## src/rtl/dvi_pkg.sv

```systemverilog
// Shared DVI/TMDS constants: symbol width, control symbols and the
// clock-channel word generator used by the serializer.
package dvi_pkg;

    localparam int TMDS_WORD_W = 10;

    typedef logic [TMDS_WORD_W-1:0] tmds_word_t;

    // Control symbols sent during blanking, indexed by {C1,C0}.
    localparam tmds_word_t CTRL_00 = 10'b1101010100;
    localparam tmds_word_t CTRL_01 = 10'b0010101011;
    localparam tmds_word_t CTRL_10 = 10'b0101010100;
    localparam tmds_word_t CTRL_11 = 10'b1010101011;

    // Clock-channel word: lower half ones, upper half zeros, so the
    // serial clock is high for the first half of every symbol period.
    function automatic logic [31:0] tmds_clk_word(input int width);
        logic [31:0] w_word;
        if (width / 2 >= 32) begin
            w_word = '1;
        end else begin
            w_word = (32'h1 << (width / 2)) - 32'h1;
        end
        return w_word;
    endfunction

endpackage

```

## src/rtl/tmds_word_fifo.sv

```systemverilog
// Two-entry symbol FIFO feeding the TMDS shift registers.
// Ports: i_clk/i_rst (sync, active-high), i_push/o_ready/i_data push side,
//        i_pop/o_valid/o_data pop side (o_data is the current head).
module tmds_word_fifo #(
    parameter int DATA_W = 30
) (
    input  logic              i_clk,
    input  logic              i_rst,
    input  logic              i_push,
    output logic              o_ready,
    input  logic [DATA_W-1:0] i_data,
    input  logic              i_pop,
    output logic              o_valid,
    output logic [DATA_W-1:0] o_data
);

    logic [DATA_W-1:0] r_mem [2];
    logic              r_wptr;
    logic              r_rptr;
    logic [1:0]        r_count;

    logic w_push;
    logic w_pop;

    // Ready/valid depend on registered occupancy only: a pop in the
    // same cycle never opens room for a push, and a word pushed into
    // an empty FIFO is not visible as head until the next cycle.
    assign o_ready = ~i_rst & (r_count != 2'd2);
    assign o_valid = (r_count != 2'd0);
    assign o_data  = r_mem[r_rptr];

    assign w_push = i_push & o_ready;
    assign w_pop  = i_pop & o_valid;

    always_ff @(posedge i_clk) begin
        if (w_push) begin
            r_mem[r_wptr] <= i_data;
        end
    end

    always_ff @(posedge i_clk) begin
        if (i_rst) begin
            r_wptr  <= 1'b0;
            r_rptr  <= 1'b0;
            r_count <= 2'd0;
        end else begin
            if (w_push) begin
                r_wptr <= ~r_wptr;
            end
            if (w_pop) begin
                r_rptr <= ~r_rptr;
            end
            case ({w_push, w_pop})
                2'b10:   r_count <= r_count + 2'd1;
                2'b01:   r_count <= r_count - 2'd1;
                default: r_count <= r_count;
            endcase
        end
    end

endmodule

```

## src/rtl/tmds_serializer.sv

```systemverilog
// TMDS serializer: buffers symbol sets in a 2-entry FIFO and shifts them
// out LSB-first, LANE_W bits per channel per clock, plus a clock channel.
// Ports: clk_tmds, rst (sync, active-high); in_valid/in_ready/in_data
//        symbol input; fill_data sent on underrun; ser_data/ser_clk serial
//        outputs; word_strobe marks symbol start; underrun sticky flag
//        cleared by underrun_clr.
module tmds_serializer
    import dvi_pkg::*;
#(
    parameter int NUM_CH = 3,
    parameter int WORD_W = TMDS_WORD_W,
    parameter int LANE_W = 1
) (
    input  logic                     clk_tmds,
    input  logic                     rst,
    input  logic                     in_valid,
    output logic                     in_ready,
    input  logic [NUM_CH*WORD_W-1:0] in_data,
    input  logic [NUM_CH*WORD_W-1:0] fill_data,
    output logic [NUM_CH*LANE_W-1:0] ser_data,
    output logic [LANE_W-1:0]        ser_clk,
    output logic                     word_strobe,
    output logic                     underrun,
    input  logic                     underrun_clr
);

    localparam int BEATS  = WORD_W / LANE_W;
    localparam int BEAT_W = (BEATS > 1) ? $clog2(BEATS) : 1;
    localparam int SYM_W  = NUM_CH * WORD_W;

    localparam logic [BEAT_W-1:0] LAST_BEAT = BEAT_W'(BEATS - 1);
    localparam logic [WORD_W-1:0] CLK_WORD  = WORD_W'(tmds_clk_word(WORD_W));

    logic [BEAT_W-1:0]             r_beat;
    logic [NUM_CH-1:0][WORD_W-1:0] r_shift;
    logic [WORD_W-1:0]             r_clk_sh;
    logic                          r_strobe;
    logic                          r_underrun;

    logic             w_load;
    logic             w_pop;
    logic             w_head_valid;
    logic [SYM_W-1:0] w_head;

    // The last beat of a symbol period ends with a load of the next symbol.
    assign w_load = (r_beat == LAST_BEAT);
    assign w_pop  = w_load & w_head_valid;

    tmds_word_fifo #(
        .DATA_W (SYM_W)
    ) u_fifo (
        .i_clk   (clk_tmds),
        .i_rst   (rst),
        .i_push  (in_valid),
        .o_ready (in_ready),
        .i_data  (in_data),
        .i_pop   (w_pop),
        .o_valid (w_head_valid),
        .o_data  (w_head)
    );

    always_ff @(posedge clk_tmds) begin
        if (rst) begin
            r_beat <= '0;
        end else if (w_load) begin
            r_beat <= '0;
        end else begin
            r_beat <= r_beat + BEAT_W'(1);
        end
    end

    // Shift registers double as output registers; an empty FIFO at load
    // time substitutes the fill symbol set.
    always_ff @(posedge clk_tmds) begin
        if (rst) begin
            r_shift  <= '0;
            r_clk_sh <= '0;
        end else if (w_load) begin
            r_shift  <= w_head_valid ? w_head : fill_data;
            r_clk_sh <= CLK_WORD;
        end else begin
            for (int k = 0; k < NUM_CH; k++) begin
                r_shift[k] <= r_shift[k] >> LANE_W;
            end
            r_clk_sh <= r_clk_sh >> LANE_W;
        end
    end

    always_ff @(posedge clk_tmds) begin
        if (rst) begin
            r_strobe <= 1'b0;
        end else begin
            r_strobe <= w_load;
        end
    end

    // A fill load takes priority over a simultaneous clear.
    always_ff @(posedge clk_tmds) begin
        if (rst) begin
            r_underrun <= 1'b0;
        end else if (w_load && !w_head_valid) begin
            r_underrun <= 1'b1;
        end else if (underrun_clr) begin
            r_underrun <= 1'b0;
        end
    end

    for (genvar k = 0; k < NUM_CH; k++) begin : g_lane
        assign ser_data[k*LANE_W +: LANE_W] = r_shift[k][LANE_W-1:0];
    end

    assign ser_clk     = r_clk_sh[LANE_W-1:0];
    assign word_strobe = r_strobe;
    assign underrun    = r_underrun;

endmodule

```

## config.mk

```make
export PLATFORM = sky130hd
export DESIGN_NAME = tmds_serializer
export DESIGN_NICKNAME = d
export VERILOG_FILES = /design/src/rtl/dvi_pkg.sv /design/src/rtl/tmds_word_fifo.sv /design/src/rtl/tmds_serializer.sv
export SDC_FILE = /design/constraint.sdc
export NUM_CORES = 1
export LEC_CHECK = 0
export ABC_AREA = 1
export CAP_MARGIN = 5
export CORE_MARGIN = 8
export CORE_UTILIZATION = 45
export CTS_CLUSTER_DIAMETER = 30
export DETAILED_ROUTE_END_ITERATION = 10
export GPL_ROUTABILITY_DRIVEN = 0
export PLACE_DENSITY = 0.69
export SKIP_LAST_GASP = 1
export SLEW_MARGIN = 20
export SYNTH_ARGS = -nofsm -noshare
export SYNTH_HDL_FRONTEND = slang
export SYNTH_HIERARCHICAL = 1
export SYNTH_SLANG_ARGS = --single-unit
```

## constraint.sdc

```tcl
create_clock -name clk_tmds -period 4 [get_ports clk_tmds]
set_input_delay 0.8 -clock clk_tmds [delete_from_list [all_inputs] [get_ports clk_tmds]]
set_output_delay 0.8 -clock clk_tmds [all_outputs]
set_load 0.1 [all_outputs]
```

After elaboration in Yosys (flattened, before gate mapping)
Memory sizes are Yosys's and may differ from the RTL's. A register that Yosys moved wholly into a read port is not among the register bits.
Cells that the tools add are included.

operators by class
  add/subtract/negate cells = 3
  equal/unequal tests = 4
  mux-type cells = 10
  bitwise gates (word level) = 8
  reductions and logical operators = 7

operators with widths
  cell                                                                    number
  30-bit 2-to-1 mux                                                       1
  29-bit 2-to-1 mux                                                       1
  1-bit 2-to-1 mux                                                        6
  2-bit nonzero test                                                      3
  5-bit 2-to-1 mux                                                        1
  4-bit by 1-bit adder with 4-bit output (second input constant)          1
  1-bit bitwise AND                                                       4
  4-bit equality test (second input constant)                             1
  1-bit NOT                                                               4
  2-bit one-hot mux with 2 select lines                                   1
  2-bit OR reduction                                                      2
  2-bit by 1-bit adder with 2-bit output (second input constant)          1
  2-bit by 1-bit equality test with 1-bit output (second input constant)  1
  2-bit equality test (second input constant)                             1
  2-bit inequality test (second input constant)                           1
  2-bit by 1-bit subtractor with 2-bit output (second input constant)     1
  1-bit logical AND                                                       1
  1-bit zero test                                                         1

storage, ports and cells
  register bits after elaboration = 49
  bits in writable memories = 60
  output and inout bits = 7
  word-level logic and storage cells = 47
  memories = 1

memory list
  name          words  width  read ports  clocked after Yosys merged registers in  write ports  line                  source
  u_fifo.r_mem  2      30     1           1                                        1            tmds_word_fifo.sv:17  logic [DATA_W-1:0] r_mem [2];

Longest topological paths before layout
  word-level depth = 5
  mapped depth = 13

Cells and area by module
The synthesis kept the hierarchy.

modules (own cells, without submodules)
  module           instances  cells each  area an instance (um2)  sequential area each (um2)
  tmds_word_fifo   1          134         2,572.5                 1,901.8
  tmds_serializer  1          263         1,886.8                 800.8

Worst setup path before layout
OpenSTA, ideal clock, no wires.

  path type = in2out
  start = in rst
  end = out in_ready
  arrival time = 2.261 ns
  required time = 3.200 ns
  setup slack = 0.939 ns
  stages = 1
  path buffers = 0
  path through = a21oi_1

between the ends
  longest elaborated chain between the ends = 2

ends and longest elaborated chain
  element            line                   source
  from (decl)        tmds_serializer.sv:15  input logic rst,
  1-bit NOT          tmds_word_fifo.sv:28   assign o_ready = ~i_rst & (r_count != 2'd2);
  1-bit bitwise AND  tmds_word_fifo.sv:28
  to (decl)          tmds_serializer.sv:17  output logic in_ready,

Every way passes these cells.

==> flow_summary.yaml <==
synthesis:
  syn_area_sq_um: 4459
  synthesis.nets: 464
  synth-edff-count: 60
  syn_avg_cell_area_sq_um: 11.23
  synth_cell_types: 25
  ys_ff_latch: 105
  synthFlopType: "edfxtp_1"
  ys_warn_count: 6
  yosysSeqAreaShare: 0.6061
  synth_cells: 397
  synth_async_sr_flop_share: 0
clock_network:
  numCtsBuffers: 9
  ctsRootBufferMaster: "clkbuf_8"
  clkTransAtPathRegs_ns: 0.10
  htree_levels: 3
  cts-resized-gates: 0
  hold_buffers: 0
  clock_sinks: 105
  cts_tree: "yes"
  clock_path_buffers: 2
  post_cts_buffers: 0
  insertion_delay_ns: 0.35
layout:
  mostFrequentLayoutCells: "nand2_1 (150), clkdlybuf4s50_1 (69), edfxtp_1 (60)"
  multiInputGateArea_sq_um: 1538
  drive_gt1_frac: 0.1867
  regArea_sq_um: 2704
  nets: 528
  n_fill_cell: 839
  diodes: 0
  syn2layout_area_growth_pct: 21.72
  layout_commonest_cell: "nand2_1"
  final_core_util: 0.5605
  design_area_sq_um: 5428
power:
  ir_drop_mv: 0.2021
  switching_share: 0.2241
  p_seq_frac: 0.572
  power.density_nw_per_um2: 379.2
  p_comb_frac: 0.093
  p_leak_nw: 2.047
  intPower_mw: 1.597
  p_switching_mw: 0.4612
  clkPwrFrac: 0.334
setup_path:
  crit_chain: "clkdlybuf4s50_1"
  crit_slowest_cell: "clkdlybuf4s50_1"
  worstPathMaxFanout: 2
  slowest_delay_ns: 1.13
  crit_type: "flop to output pin"
  crit_required_ns: 3.20
  crit-reg2reg-launch: "u_fifo/r_count[0]"
  cp-end-kind: "output pin"
  cp-startpoint: "r_clk_sh[4]"
  cp-start-kind: "flop"
  arrival_ns: 1.83
  cp_num_buf_inv: 1
  cp_top_family: "buffers and inverters"
sta:
  min_period_ns: 2.632
  max-slew-margin-rel: 0.2815
  worst_pin_slew_ns: 1.078
  finalCritPeriodShare: 0.6579
  rsz0062_at_grt: "false"
  finalHoldViolCount: 0
  finalSetupViolCount: 0
  hold_slack_ns: 0.4349
  finClkSkew_ns: 0.009559
  slew_viol_final: 0
  tns_ns: 0
  fmax_ghz: 0.3800
placed_design:
  port_buffers: 70
  postPlaceCellArea_sq_um: 5210
  hpwl_um: 5859
global_route:
  grt_pass1_vias: 2821
  grt_usage: 0.1323
  grt_pass1_wl_um: 13700
  antenna_found_initial: 0
  grt_max_degree: 33
  grt-ovfl-total: 0
die:
  num_rows: 36
  die_x_um: 115.5
  io_pins: 71
  start_util: 0.4605
  dieHeight_um: 115.5
  die_area_sq_um: 13350
  coreArea_sq_um: 9684
drt:
  postRouteAntennaNets: 0
  routedWlPerCell_um: 14.31
  wl_um: 8573
  first_pass_iters: 4
  drc: 0
  via_per_inst: 4.693
  vias: 2811
  first_iter_violations: 82
min_path:
  hp-start: "r_clk_sh[1]"
  hp-class: "flop to flop"
job:
  cap_violations: 0
run_status:
  status: "finished clean"
[final cells by class]
cell class,instances,share of cell area
Tap cell,133,0.03066
Inverter,17,0.01222
Multi-Input combinational cell,254,0.2833
Clock buffer,11,0.02812
Clock inverter,5,0.01106
Timing Repair Buffer,74,0.1365
Sequential cell,105,0.4982
[final timing paths]
kind | to | slack [ns] | cells past startpoint
setup reg to reg | u_fifo/r_count[1] | 1.67 | 12
setup / recovery | word_strobe | 1.37 | 1
hold / removal | r_clk_sh[0] | 0.43 | 2
hold reg to reg | r_clk_sh[0] | 0.43 | 2
[through the flow]
step | worst slack, ns | cells | total power [mW]
final | 1.368 | 599 | 2.058
after global routing | 1.304 | 599 | 2.144
after CTS | 1.348 | 599 | 2.074
after detailed placement | 1.347 | 583 | 1.398
after global placement | 1.393 | 583 | 1.393
after floorplan | 0.9391 | 397 | 1.301
[synthesized netlist by cell type, types with 2 or more instances]
| cell | instances | area, sq um |
|---|---|---|
| inv_2 | 4 | 15.01 |
| buf_6 | 5 | 56.30 |
| nor2_2 | 2 | 12.51 |
| a21oi_1 | 24 | 120.1 |
| nor2_1 | 12 | 45.04 |
| nand2_4 | 12 | 135.1 |
| nand3_2 | 2 | 20.02 |
| ha_1 | 3 | 37.54 |
| edfxtp_1 | 60 | 1802 |
| buf_4 | 4 | 30.03 |
| mux2_4 | 30 | 450.4 |
| nand2_1 | 150 | 563.0 |
| a21oi_2 | 10 | 87.58 |
| buf_2 | 10 | 50.05 |
| inv_1 | 11 | 41.29 |
| nand2_2 | 2 | 12.51 |
| clkinv_2 | 2 | 10.01 |
| nand4_1 | 3 | 18.77 |
| dfxtp_1 | 45 | 900.9 |
[cell families after synthesis]
| family | synth area share |
|---|---|
| adder cells (fa/ha/maj) | 0.008418 |
| buffers and inverters | 0.05078 |
| AO/OA/AOI/OAI | 0.04966 |
| XOR/XNOR | 0.001964 |
| multiplexers | 0.1010 |
| flip-flops | 0.6061 |
| AND/OR/NAND/NOR | 0.1821 |
[flip-flops by register name (all words and copies together) (netlist names), named ones only]
name / count
r_clk_sh: 5
underrun: 1
u_fifo/r_wptr: 1
r_beat: 4
u_fifo/r_mem: 60
ser_data: 3
r_shift: 27
u_fifo/r_rptr: 1
u_fifo/r_count: 2
[power groups by stage]
stage / Clock, mW / Sequential, mW / Combinational, mW
final: 0.688 / 1.18 / 0.192
after CTS: 0.701 / 1.18 / 0.195
after global routing: 0.752 / 1.18 / 0.212
after detailed placement: 0 / 1.20 / 0.194
after global placement: 0 / 1.20 / 0.192
after floorplan: 0 / 1.20 / 0.0992
[metal layers]
layer | share of wire | up-vias | track usage
li1 | - | 1426 | -
met1 | 0.45 | 1326 | 0.1563
met2 | 0.51 | 48 | 0.2318
met3 | 0.032 | 11 | 0.02866
met4 | 0.015 | 0 | 0.04553
met5 | 0 | - | 0
No activity file was read; power rests on OpenSTA's default activity.
